**src/rtl/knn_seq_pkg.sv**
```systemverilog
// Shared definitions for the KNN dataset sequencer: bus widths, KNN register map
// addresses and the sequencer FSM state encoding.
package knn_seq_pkg;

    localparam int DATA_W     = 32;
    localparam int MEM_ADDR_W = 16;
    localparam int KNN_ADDR_W = 6;
    localparam int CNT_W      = 16;

    // KNN register map addresses, kept in step with the peripheral
    localparam int KNN_DATASET_XY_ADDR       = 0;
    localparam int KNN_DATASET_CLASS_ADDR    = 1;
    localparam int KNN_FINISHED_DATASET_ADDR = 2;

    typedef enum logic [3:0] {
        ST_IDLE      = 4'd0,
        ST_RD_XY     = 4'd1,
        ST_WR_XY     = 4'd2,
        ST_RD_CLS    = 4'd3,
        ST_WR_CLS    = 4'd4,
        ST_GAP       = 4'd5,
        ST_FINISH    = 4'd6,
        ST_WAIT_CALC = 4'd7,
        ST_DONE      = 4'd8
    } seq_state_t;

endpackage

```
**src/rtl/knn_seq_gap_timer.sv**
```systemverilog
// Loadable down-counter that times the idle window after each class write;
// expired is high on the last cycle of the window.
module knn_seq_gap_timer #(
    parameter int CNT_W = 2
) (
    input  logic             clk,
    input  logic             reset,
    input  logic             load,
    input  logic [CNT_W-1:0] load_value,
    input  logic             en,
    output logic             expired
);

    logic [CNT_W-1:0] cnt_reg;

    always_ff @(posedge clk) begin
        if (reset) begin
            cnt_reg <= '0;
        end else if (load) begin
            cnt_reg <= load_value;
        end else if (en && cnt_reg != '0) begin
            cnt_reg <= cnt_reg - 1'b1;
        end
    end

    // A window of N cycles ends on the cycle the count reads 1 (or 0 for N=0)
    assign expired = (cnt_reg <= CNT_W'(1));

endmodule

```
**src/rtl/knn_dataset_sequencer.sv**
```systemverilog
// Bus master that streams {y,x}/class entry pairs from memory into the KNN unit,
// then signals end of dataset. Optional irq output enabled by KNN_SEQ_IRQ_EN.
module knn_dataset_sequencer
    import knn_seq_pkg::*;
#(
    parameter int DATA_W      = knn_seq_pkg::DATA_W,
    parameter int MEM_ADDR_W  = knn_seq_pkg::MEM_ADDR_W,
    parameter int KNN_ADDR_W  = knn_seq_pkg::KNN_ADDR_W,
    parameter int CNT_W       = knn_seq_pkg::CNT_W,
    parameter int GAP_CYCLES  = 2,
    parameter int XY_ADDR     = KNN_DATASET_XY_ADDR,
    parameter int CLASS_ADDR  = KNN_DATASET_CLASS_ADDR,
    parameter int FINISH_ADDR = KNN_FINISHED_DATASET_ADDR
) (
    input  logic                  clk,
    input  logic                  reset,
    input  logic                  start,
    input  logic [MEM_ADDR_W-1:0] base_addr,
    input  logic [CNT_W-1:0]      count,
    output logic                  busy,
    output logic                  done,
    output logic                  mem_valid,
    output logic [MEM_ADDR_W-1:0] mem_addr,
    input  logic [DATA_W-1:0]     mem_rdata,
    input  logic                  mem_ready,
    output logic                  knn_valid,
    output logic [KNN_ADDR_W-1:0] knn_address,
    output logic [DATA_W-1:0]     knn_wdata,
    output logic                  knn_wstrb,
    input  logic                  knn_ready,
`ifdef KNN_SEQ_IRQ_EN
    output logic                  irq,
`endif
    input  logic                  knn_calc
);

    localparam int GAP_W = (GAP_CYCLES < 2) ? 1 : $clog2(GAP_CYCLES + 1);

    seq_state_t       state_reg;
    logic [CNT_W-1:0] remaining_reg;
    logic             gap_load;
    logic             gap_en;
    logic             gap_expired;

    assign gap_load  = (state_reg == ST_WR_CLS) && knn_valid && knn_ready;
    assign gap_en    = (state_reg == ST_GAP);
    assign knn_wstrb = knn_valid;

    knn_seq_gap_timer #(
        .CNT_W(GAP_W)
    ) u_gap_timer (
        .clk        (clk),
        .reset      (reset),
        .load       (gap_load),
        .load_value (GAP_W'(GAP_CYCLES)),
        .en         (gap_en),
        .expired    (gap_expired)
    );

    always_ff @(posedge clk) begin
        if (reset) begin
            state_reg     <= ST_IDLE;
            remaining_reg <= '0;
            busy          <= 1'b0;
            done          <= 1'b0;
            mem_valid     <= 1'b0;
            mem_addr      <= '0;
            knn_valid     <= 1'b0;
            knn_address   <= '0;
            knn_wdata     <= '0;
`ifdef KNN_SEQ_IRQ_EN
            irq           <= 1'b0;
`endif
        end else begin
`ifdef KNN_SEQ_IRQ_EN
            irq <= 1'b0;
`endif
            case (state_reg)
                ST_IDLE, ST_DONE: begin
                    if (start) begin
                        mem_addr      <= base_addr;
                        remaining_reg <= count;
                        if (count == '0) begin
                            state_reg <= ST_DONE;
                            done      <= 1'b1;
`ifdef KNN_SEQ_IRQ_EN
                            irq       <= 1'b1;
`endif
                        end else begin
                            state_reg <= ST_RD_XY;
                            done      <= 1'b0;
                            busy      <= 1'b1;
                            mem_valid <= 1'b1;
                        end
                    end
                end
                ST_RD_XY, ST_RD_CLS: begin
                    // Read data goes straight into the write data register, held until accepted
                    if (mem_valid && mem_ready) begin
                        mem_valid   <= 1'b0;
                        mem_addr    <= mem_addr + 1'b1;
                        knn_valid   <= 1'b1;
                        knn_wdata   <= mem_rdata;
                        knn_address <= (state_reg == ST_RD_XY) ? KNN_ADDR_W'(XY_ADDR)
                                                               : KNN_ADDR_W'(CLASS_ADDR);
                        state_reg   <= (state_reg == ST_RD_XY) ? ST_WR_XY : ST_WR_CLS;
                    end
                end
                ST_WR_XY: begin
                    if (knn_valid && knn_ready) begin
                        knn_valid <= 1'b0;
                        mem_valid <= 1'b1;
                        state_reg <= ST_RD_CLS;
                    end
                end
                ST_WR_CLS: begin
                    if (knn_valid && knn_ready) begin
                        knn_valid     <= 1'b0;
                        remaining_reg <= remaining_reg - 1'b1;
                        state_reg     <= ST_GAP;
                    end
                end
                ST_GAP: begin
                    if (gap_expired) begin
                        if (remaining_reg != '0) begin
                            mem_valid <= 1'b1;
                            state_reg <= ST_RD_XY;
                        end else begin
                            knn_valid   <= 1'b1;
                            knn_address <= KNN_ADDR_W'(FINISH_ADDR);
                            knn_wdata   <= '0;
                            state_reg   <= ST_FINISH;
                        end
                    end
                end
                ST_FINISH: begin
                    if (knn_valid && knn_ready) begin
                        knn_valid <= 1'b0;
                        state_reg <= ST_WAIT_CALC;
                    end
                end
                ST_WAIT_CALC: begin
                    if (!knn_calc) begin
                        busy      <= 1'b0;
                        done      <= 1'b1;
                        state_reg <= ST_DONE;
`ifdef KNN_SEQ_IRQ_EN
                        irq       <= 1'b1;
`endif
                    end
                end
                default: state_reg <= ST_IDLE;
            endcase
        end
    end

endmodule
```
**config.mk**
```make
export PLATFORM = sky130hd
export DESIGN_NAME = knn_dataset_sequencer
export DESIGN_NICKNAME = d
export VERILOG_FILES = /design/src/rtl/knn_seq_pkg.sv /design/src/rtl/knn_seq_gap_timer.sv /design/src/rtl/knn_dataset_sequencer.sv
export SDC_FILE = /design/constraint.sdc
export NUM_CORES = 1
export LEC_CHECK = 0
export ABC_AREA = 1
export CAP_MARGIN = 20
export CORE_MARGIN = 1
export CORE_UTILIZATION = 44
export CTS_BUF_LIST = sky130_fd_sc_hd__clkbuf_4 sky130_fd_sc_hd__clkbuf_8 sky130_fd_sc_hd__clkbuf_16
export DETAILED_ROUTE_END_ITERATION = 8
export PLACE_DENSITY = 0.83
export RECOVER_POWER = 100
export SYNTH_ARGS = -nofsm -noshare
export SYNTH_HDL_FRONTEND = slang
export SYNTH_HIERARCHICAL = 1
export SYNTH_SLANG_ARGS = --single-unit
```
**constraint.sdc**
```tcl
create_clock -name clk -period 1.71 [get_ports clk]
set_clock_uncertainty 0.05 [all_clocks]
set_input_delay 0.342 -clock clk [delete_from_list [all_inputs] [get_ports clk]]
set_output_delay 0.342 -clock clk [all_outputs]
set_load 0.005 [all_outputs]
```
Yosys cells after proc, flatten, opt, wreduce, memory -nomap -nowiden
Cells that the tools add are included.
{"block": "totals", "register_bits": 80, "latchBits": 0, "ram_bits": 0, "rom_bits": 0, "inputBits": 70, "elab_cells": 108, "mem_count": 0}
{"block": "classes", "add_sub_neg": 3, "n_mul": 0, "div": 0, "magnitude_cmp": 1, "n_eq_ne": 19, "shifts": 0, "muxes": 46, "bitwise": 0, "reduce_logical": 28}
{"op": "32-bit two-way mux", "n": 3}
{"op": "16-bit two-way mux", "n": 4}
{"op": "16-bit one-hot mux with 2 select lines", "n": 2}
{"op": "32-bit one-hot mux with 2 select lines", "n": 1}
{"op": "4-bit two-way mux", "n": 8}
{"op": "4-bit one-hot mux with 7 select lines", "n": 1}
{"op": "6-bit two-way mux", "n": 3}
{"op": "2-bit inequality test, second input constant", "n": 9}
{"op": "16-bit by 1-bit adder with 16-bit output, second input constant", "n": 1}
{"op": "4-bit by 3-bit == test with 1-bit output, second input constant", "n": 4}
{"op": "16-bit logical NOT", "n": 1}
{"op": "16-bit nonzero test", "n": 1}
{"op": "16-bit by 1-bit subtractor with 16-bit output, second input constant", "n": 1}
{"op": "1-bit two-way mux", "n": 15}
{"op": "7-bit AND reduction", "n": 2}
{"op": "6-bit one-hot mux with 2 select lines", "n": 1}
{"op": "2-bit nonzero test", "n": 6}
{"op": "3-bit AND reduction", "n": 3}
{"op": "4-bit by 2-bit == test with 1-bit output, second input constant", "n": 2}
{"op": "4-bit AND reduction", "n": 2}
{"op": "3-bit two-way mux", "n": 2}
{"op": "2-bit OR reduction", "n": 3}
{"op": "1-bit logical AND", "n": 5}
{"op": "5-bit AND reduction", "n": 1}
{"op": "other kinds (13)", "n": 16}

Longest topological paths before layout
Gate-level depths: netlist of run 1.
{"block": "logic_depth", "word_depth": 4, "ltp_mapped": 13}

Modules after synthesis
Netlist of run 1, hierarchy kept.
{"module": "knn_dataset_sequencer", "instances": 1, "cells_each": 729, "area_per_inst_um2": 4350.4}
{"module": "knn_seq_gap_timer", "instances": 1, "cells_each": 27, "area_per_inst_um2": 158.9}

Least setup slack after synthesis of run 1
OpenSTA, ideal clock, no wires.
{"block": "synth_timing", "kind": "reg-to-reg", "start": "register remaining_reg[0]", "end": "register knn_wdata[14]", "setup_time_ns": 0.113, "arrival_ns": 1.493, "required_time_ns": 1.547, "setup_slack_ns": 0.053, "path_stages_with_launch": 12, "n_path_buf": 2, "cell_sequence": "dfxtp_1 inv_1 ha_1 nand2_1 nor2_1 nand3_2 nand2_2 nand2_4 buf_6 buf_6 o21ai_1 nor2_1"}
{"block": "synth_between", "elab_chain_len": 3}
{"item": "start: declaration", "line_no": "knn_dataset_sequencer.sv:40", "rtl": "logic [CNT_W-1:0] remaining_reg;"}
{"item": "start signal: assignment", "line_no": "knn_dataset_sequencer.sv:82", "rtl": "remaining_reg <= count;"}
{"item": "start signal: assignment", "line_no": "knn_dataset_sequencer.sv:119", "rtl": "remaining_reg <= remaining_reg - 1'b1;"}
{"item": "16-bit nonzero test", "line_no": "knn_dataset_sequencer.sv:125", "rtl": "if (remaining_reg != '0) begin"}
{"item": "2-bit inequality test (no source line)"}
{"item": "4-bit AND reduction (no source line)"}
{"item": "end signal: assignment", "line_no": "knn_dataset_sequencer.sv:103", "rtl": "knn_wdata <= mem_rdata;"}
{"item": "end: declaration", "line_no": "knn_dataset_sequencer.sv:28", "rtl": "output logic [DATA_W-1:0] knn_wdata,"}
No other way between the ends.
A chain may end at the register's enable or synchronous reset.

Final worst setup path of run 1
{"block": "layout_timing", "start": "register mem_addr[6]", "end": "output port mem_addr[6]"}
{"item": "start: declaration", "line_no": "knn_dataset_sequencer.sv:23", "rtl": "output logic [MEM_ADDR_W-1:0] mem_addr,"}
{"item": "start signal: assignment", "line_no": "knn_dataset_sequencer.sv:81", "rtl": "mem_addr <= base_addr;"}
{"item": "start signal: assignment", "line_no": "knn_dataset_sequencer.sv:101", "rtl": "mem_addr <= mem_addr + 1'b1;"}
No word-level cell between the ends.

==> flow_summary.toml, run 1 <==
[status]
status = "finished clean"

[worst_hold_path]
worstHoldPathType = "reg2reg"
whs_path_depth = 2

[synthesis]
synth_top_family_by_area = "simple AND/OR/NAND/NOR gates"
synthXorXnorAreaFrac = 0.00583
syn_avg_cell_area_um2 = 5.96
syn_area_mm2 = 0.00451
synth.area.mux_share = 0
synth.top_cell.area_share = 0.337
synthSimpleGateAreaFrac = 0.395
synth_top_area_cell = "dfxtp_1"
ys_seq_area_frac = 0.337
ys_warn_count = 6
synthAdderAreaFrac = 0.0111
ys_types = 34
netlist_instances = 756
synthTopCellsByArea = "dfxtp_1 34%, nor2_1 16%, nand2_1 14%"
synth_seq_cells = 76
synth_compound_area_frac = 0.127

[floorplan]
dieArea_mm2 = 0.0107
dieWidth_um = 103
coreArea_mm2 = 0.00986
initial_core_util = 0.457
die_h_um = 103
rows = 36
top_level_ports = 129

[final_layout]
drive_above_1_share = 0.143
instances_no_fill = 1057
largest_register_ffs = 32
fin_util = 0.671
fillers = 853
layout_commonest_cell = "nor2_1"
seq_area_mm2 = 0.00155
antennaDiodeCount = 0
syn_to_final_growth_pct = 46.8
multi_input_area_mm2 = 0.00255
final_cell_mix = "184 x nor2_1, 167 x nand2_1, 123 x clkdlybuf4s50_1"
fin_nets = 993

[clock_network]
clock-sinks = 76
hold_buffers = 0
cts_buffers = 9
cts_root_buf = "clkbuf_8"
htree_levels = 3
cts_tree = "yes"
clk_latency_ps = 350
cts_buffer_depth = 2
clk_pin_slew_ps = 90

[critical_path]
cp.buffers_inverters = 1
criticalPathCategory = "reg2out"
crit_arrival_ps = 1270
cp_cell_sequence = "clkdlybuf4s50_1"
cp.required_ps = 1320
end_kind = "output pin"
r2r_slack_ps = 60
slowest_stage = "clkdlybuf4s50_1"
critPathTopFamily = "buffers and inverters"
worstRegToRegCells = 10
path_depth = 1
start_kind = "register"
slowest_delay_ps = 530
path_max_fanout = 4

[drt]
vias = 5181
drc = 0
wl_um = 12600
first_pass_iters = 5
antenna_left = 0
wire_per_inst_um = 11.9
vias_per_cell = 4.90
drtIter0Drc = 291

[sta]
hold_violations = 0
setup_viol = 0
fin_tns_setup_ps = 0
finalCritPeriodShare = 0.972
whs_ps = 436
slew_violations = 0
period_minus_slack_ps = 1660
clock.fmax_mhz = 601

[power]
p_clk_frac = 0.131
ir_drop_mv = 0.673
p_int_uw = 6300
power.leakage_uw = 0.00293
power_uw = 11000
p_per_area_mw_per_mm2 = 1660
p_sw_uw = 4670
swShare = 0.426
seq_power_share = 0.278
p_comb_frac = 0.591

[place]
gp_congestion = 0.900
dp.cells = 1038
port_buffers = 124
place_hpwl_um = 9200

[grt]
grt_pass1_vias = 4466
antenna_found_initial = 0
grt_max_degree = 44
grt_pass1_wl_um = 19500
grt_usage = 0.232
overflow = 0

[flow_run]
cap_violations = 0
==> final timing paths <==
| path | from | end |
|---|---|---|
| worst max-delay path | mem_addr[6] | mem_addr[6] |
| worst max register to register | state_reg[2] | knn_wdata[3] |
| worst min register to register | knn_wdata[16] | knn_wdata[16] |
| worst min-delay path | knn_wdata[16] | knn_wdata[16] |
==> per-layer routing <==
layer | vias to the layer above | global-route usage | part of all wire
li1 | 2681 | - | -
met1 | 2278 | 0.290 | 0.44
met2 | 196 | 0.397 | 0.46
met3 | 26 | 0.0410 | 0.074
met4 | 0 | 0.0899 | 0.023
met5 | - | 0 | 0
==> tightest hold or removal path, stage by stage, from the launching register on <==
cell     delay [ps]
dfxtp_1         330
nor2_1           40
nor2_1           80
==> cells by family after synthesis <==
group | count (synthesis)
buf+inv | 127
xor+xnor | 3
compound gates | 111
other cells | 2
fa+ha+maj | 4
simple gates | 433
flops | 76
==> timing repair <==
| item | 4_1_cts | 5_1_grt |
|---|---|---|
| cloned | 0 | 1 |
| endpoints found under the hold margin | 0 | 0 |
| gates resized for setup | 14 | 45 |
| pin swaps | 3 | 9 |
| endpoints found under the setup margin | 42 | 71 |
| buffers inserted | 2 | 1 |
==> per-stage QoR <==
stage / setup WS (ps) / instance area [um2]
after floorplan: 53.2 / 4520
after global placement: -148 / 6220
after detailed placement: -165 / 6220
after CTS: 10.5 / 6470
after global routing: -53.8 / 6620
final: 47.4 / 6620
==> Yosys cell counts (all sizes together) <==
| cell type | instances |
|---|---|
| nor3 | 1 |
| xnor2 | 1 |
| nand2 | 176 |
| clkbuf | 10 |
| inv | 92 |
| buf | 25 |
| and3 | 1 |
| nand4 | 10 |
| nor2 | 195 |
| or2 | 4 |
| o211ai | 1 |
| a21oi | 43 |
| o21ai | 62 |
| ha | 4 |
| a31oi | 2 |
| dfxtp | 76 |
| conb | 2 |
| o21bai | 2 |
| nand3 | 42 |
| o22ai | 1 |
| xor2 | 2 |
| nand3b | 4 |
==> layout make-up <==
class / instances / share of cell area
flip-flops and latches: 76 / 0.234
inverters: 92 / 0.0537
well taps: 133 / 0.0251
repair buffers: 183 / 0.270
clock buffers: 9 / 0.0187
multi-input cells: 557 / 0.386
clock inverters: 7 / 0.0125
==> power groups by stage <==
| stage | clock network, uW | logic, uW | registers [uW] |
|---|---|---|---|
| finish | 1440 | 6480 | 3050 |
| global route | 1560 | 7280 | 3150 |
| CTS | 1470 | 6180 | 3010 |
| detailed placement | 0 | 6070 | 3020 |
| global placement | 0 | 5990 | 3000 |
| floorplan | 0 | 3510 | 2980 |
No activity file was read; power rests on OpenSTA's default activity.
==> run 2, diff against run 1 <==
- SLEW_MARGIN: not set -> 20
==> results of run 2 <==
The final DEF is identical to that of run 1; final timing and power are the same.
==> run 3, diff against run 2 <==
- GPL_ROUTABILITY_DRIVEN: not set -> 0
==> flow_summary.toml, run 3 (same netlist as run 1, synthesis figures left out) <==
[critical_path]
slowest_delay_ps = 520
r2r_end = "knn_wdata[1]"
rr_startpoint = "u_gap_timer/cnt_reg[1]"
start_kind = "register"
end_kind = "output pin"
crit_arrival_ps = 1280
critPathTopFamily = "buffers and inverters"
path_max_fanout = 4
worstRegToRegCells = 12
cp.buffers_inverters = 1
crit_start = "mem_addr[13]"
cp.required_ps = 1320
path_depth = 1
r2r_slack_ps = 50
slowest_stage = "clkdlybuf4s50_1"
cp_cell_sequence = "clkdlybuf4s50_1"
criticalPathCategory = "reg2out"
endpoint = "mem_addr[13]"

[place]
place_hpwl_um = 9120
port_buffers = 124
dp_worst_setup_slack_ps = -189

[sta]
setup_slack_ps = 42.1
setup_viol = 0
clock.fmax_mhz = 600
whs_ps = 434
slew_violations = 0
hold_violations = 0
finalCritPeriodShare = 0.975
period_minus_slack_ps = 1670

[drt]
antenna_left = 0
drc = 0
vias = 5217
wire_per_inst_um = 12.2
first_pass_iters = 5
wl_um = 12800
drtIter0Drc = 233
vias_per_cell = 4.94

[final_layout]
syn_to_final_growth_pct = 45.9
largest_register_ffs = 32
drive_above_1_share = 0.152
layout_commonest_cell = "nor2_1"
final_cell_mix = "177 x nor2_1, 167 x nand2_1, 124 x clkdlybuf4s50_1"
fin_util = 0.667
fin_nets = 992
antennaDiodeCount = 0

[floorplan]
initial_core_util = 0.457
dieArea_mm2 = 0.0107
die_h_um = 103
rows = 36
coreArea_mm2 = 0.00986
top_level_ports = 129
dieWidth_um = 103

[power]
p_per_area_mw_per_mm2 = 1650
ir_drop_mv = 0.675
power.leakage_uw = 0.00290

[clock_network]
clock-sinks = 76
clk_pin_slew_ps = 90
cts_tree = "yes"
cts_buffers = 9
cts_root_buf = "clkbuf_8"
htree_levels = 3
hold_buffers = 0
clk_latency_ps = 360
cts_buffer_depth = 2

[grt]
overflow = 0
grt_pass1_wl_um = 19700
grt_usage = 0.233
antenna_found_initial = 0
grt_pass1_vias = 4552
grt_max_degree = 48

[flow_run]
cap_violations = 0

[status]
status = "finished clean"

[worst_hold_path]
worstHoldPathType = "reg2reg"
-- run 3: cell types whose count changed in the layout (fill, tap and decap cells not counted), moves of 3 or more --
cell	before	now
nor2_1	184	177
dfxtp_2	15	20
clkinvlp_4	2	5
o21ai_0	52	49
dfxtp_1	59	56
nor2_2	5	14
-- run 3: power by group --
group	total [uW]	switching, uW	internal, uW
Combinational	6470	3340	3130
Sequential	3100	619	2480
Clock	1300	747	549
Total	10900	4710	6160
-- run 3: worst register-to-register path, delay by kind of cell (launching register included) --
kind                       cells  cell delay (ps)
and+or+nand+nor                6              660
buffers and inverters          5              380
DFF                            1              330
adders and majority gates      1              150
-- run 3: metal layers --
layer,wire length [um],track usage
met3,873,0.0430
met2,6040,0.401
met4,288,0.0943
met1,5640,0.287
met5,0,0
-- run 3: final cells by class --
| cell class | instances | area, um2 |
|---|---|---|
| fillers | 873 | 3290 |
| multi-input cells | 557 | 2530 |
| repair buffers | 181 | 1780 |
| flip-flops and latches | 76 | 1550 |
| inverters | 92 | 357 |
| well taps | 133 | 166 |
| clock buffers | 9 | 124 |
| clock inverters | 7 | 60.1 |
| repair inverters | 1 | 7.51 |
-- run 3: worst min-delay path by stage --
stage,start,endpoint,slack (ps),cells past startpoint
3_5_place_dp,knn_wdata[22],knn_wdata[22],420,2
3_3_place_gp,knn_wdata[26],knn_wdata[26],410,2
6_report,knn_wdata[16],knn_wdata[16],430,2
4_1_cts,knn_wdata[22],knn_wdata[22],440,2
2_1_floorplan,remaining_reg[1],remaining_reg[1],400,2
5_1_grt,knn_wdata[10],knn_wdata[10],460,2
-- run 3: what timing repair did --
item	in CTS	in global routing
pin swaps	2	9
hold endpoints to repair	0	0
buffers inserted	0	4
gates resized for setup	13	49
setup endpoints to repair	33	81
gates cloned	0	3
-- run 3: per-stage QoR --
stage | TNS (ps) | cells | power, uW | cell area [um2]
finish | 0 | 1056 | 10900 | 6580
global route | -182 | 1056 | 11900 | 6580
CTS | 0 | 1049 | 10400 | 6390
detailed placement | -6330 | 1033 | 9050 | 6190
global placement | -3880 | 1033 | 8940 | 6190
floorplan | 0 | 760 | 6490 | 4520
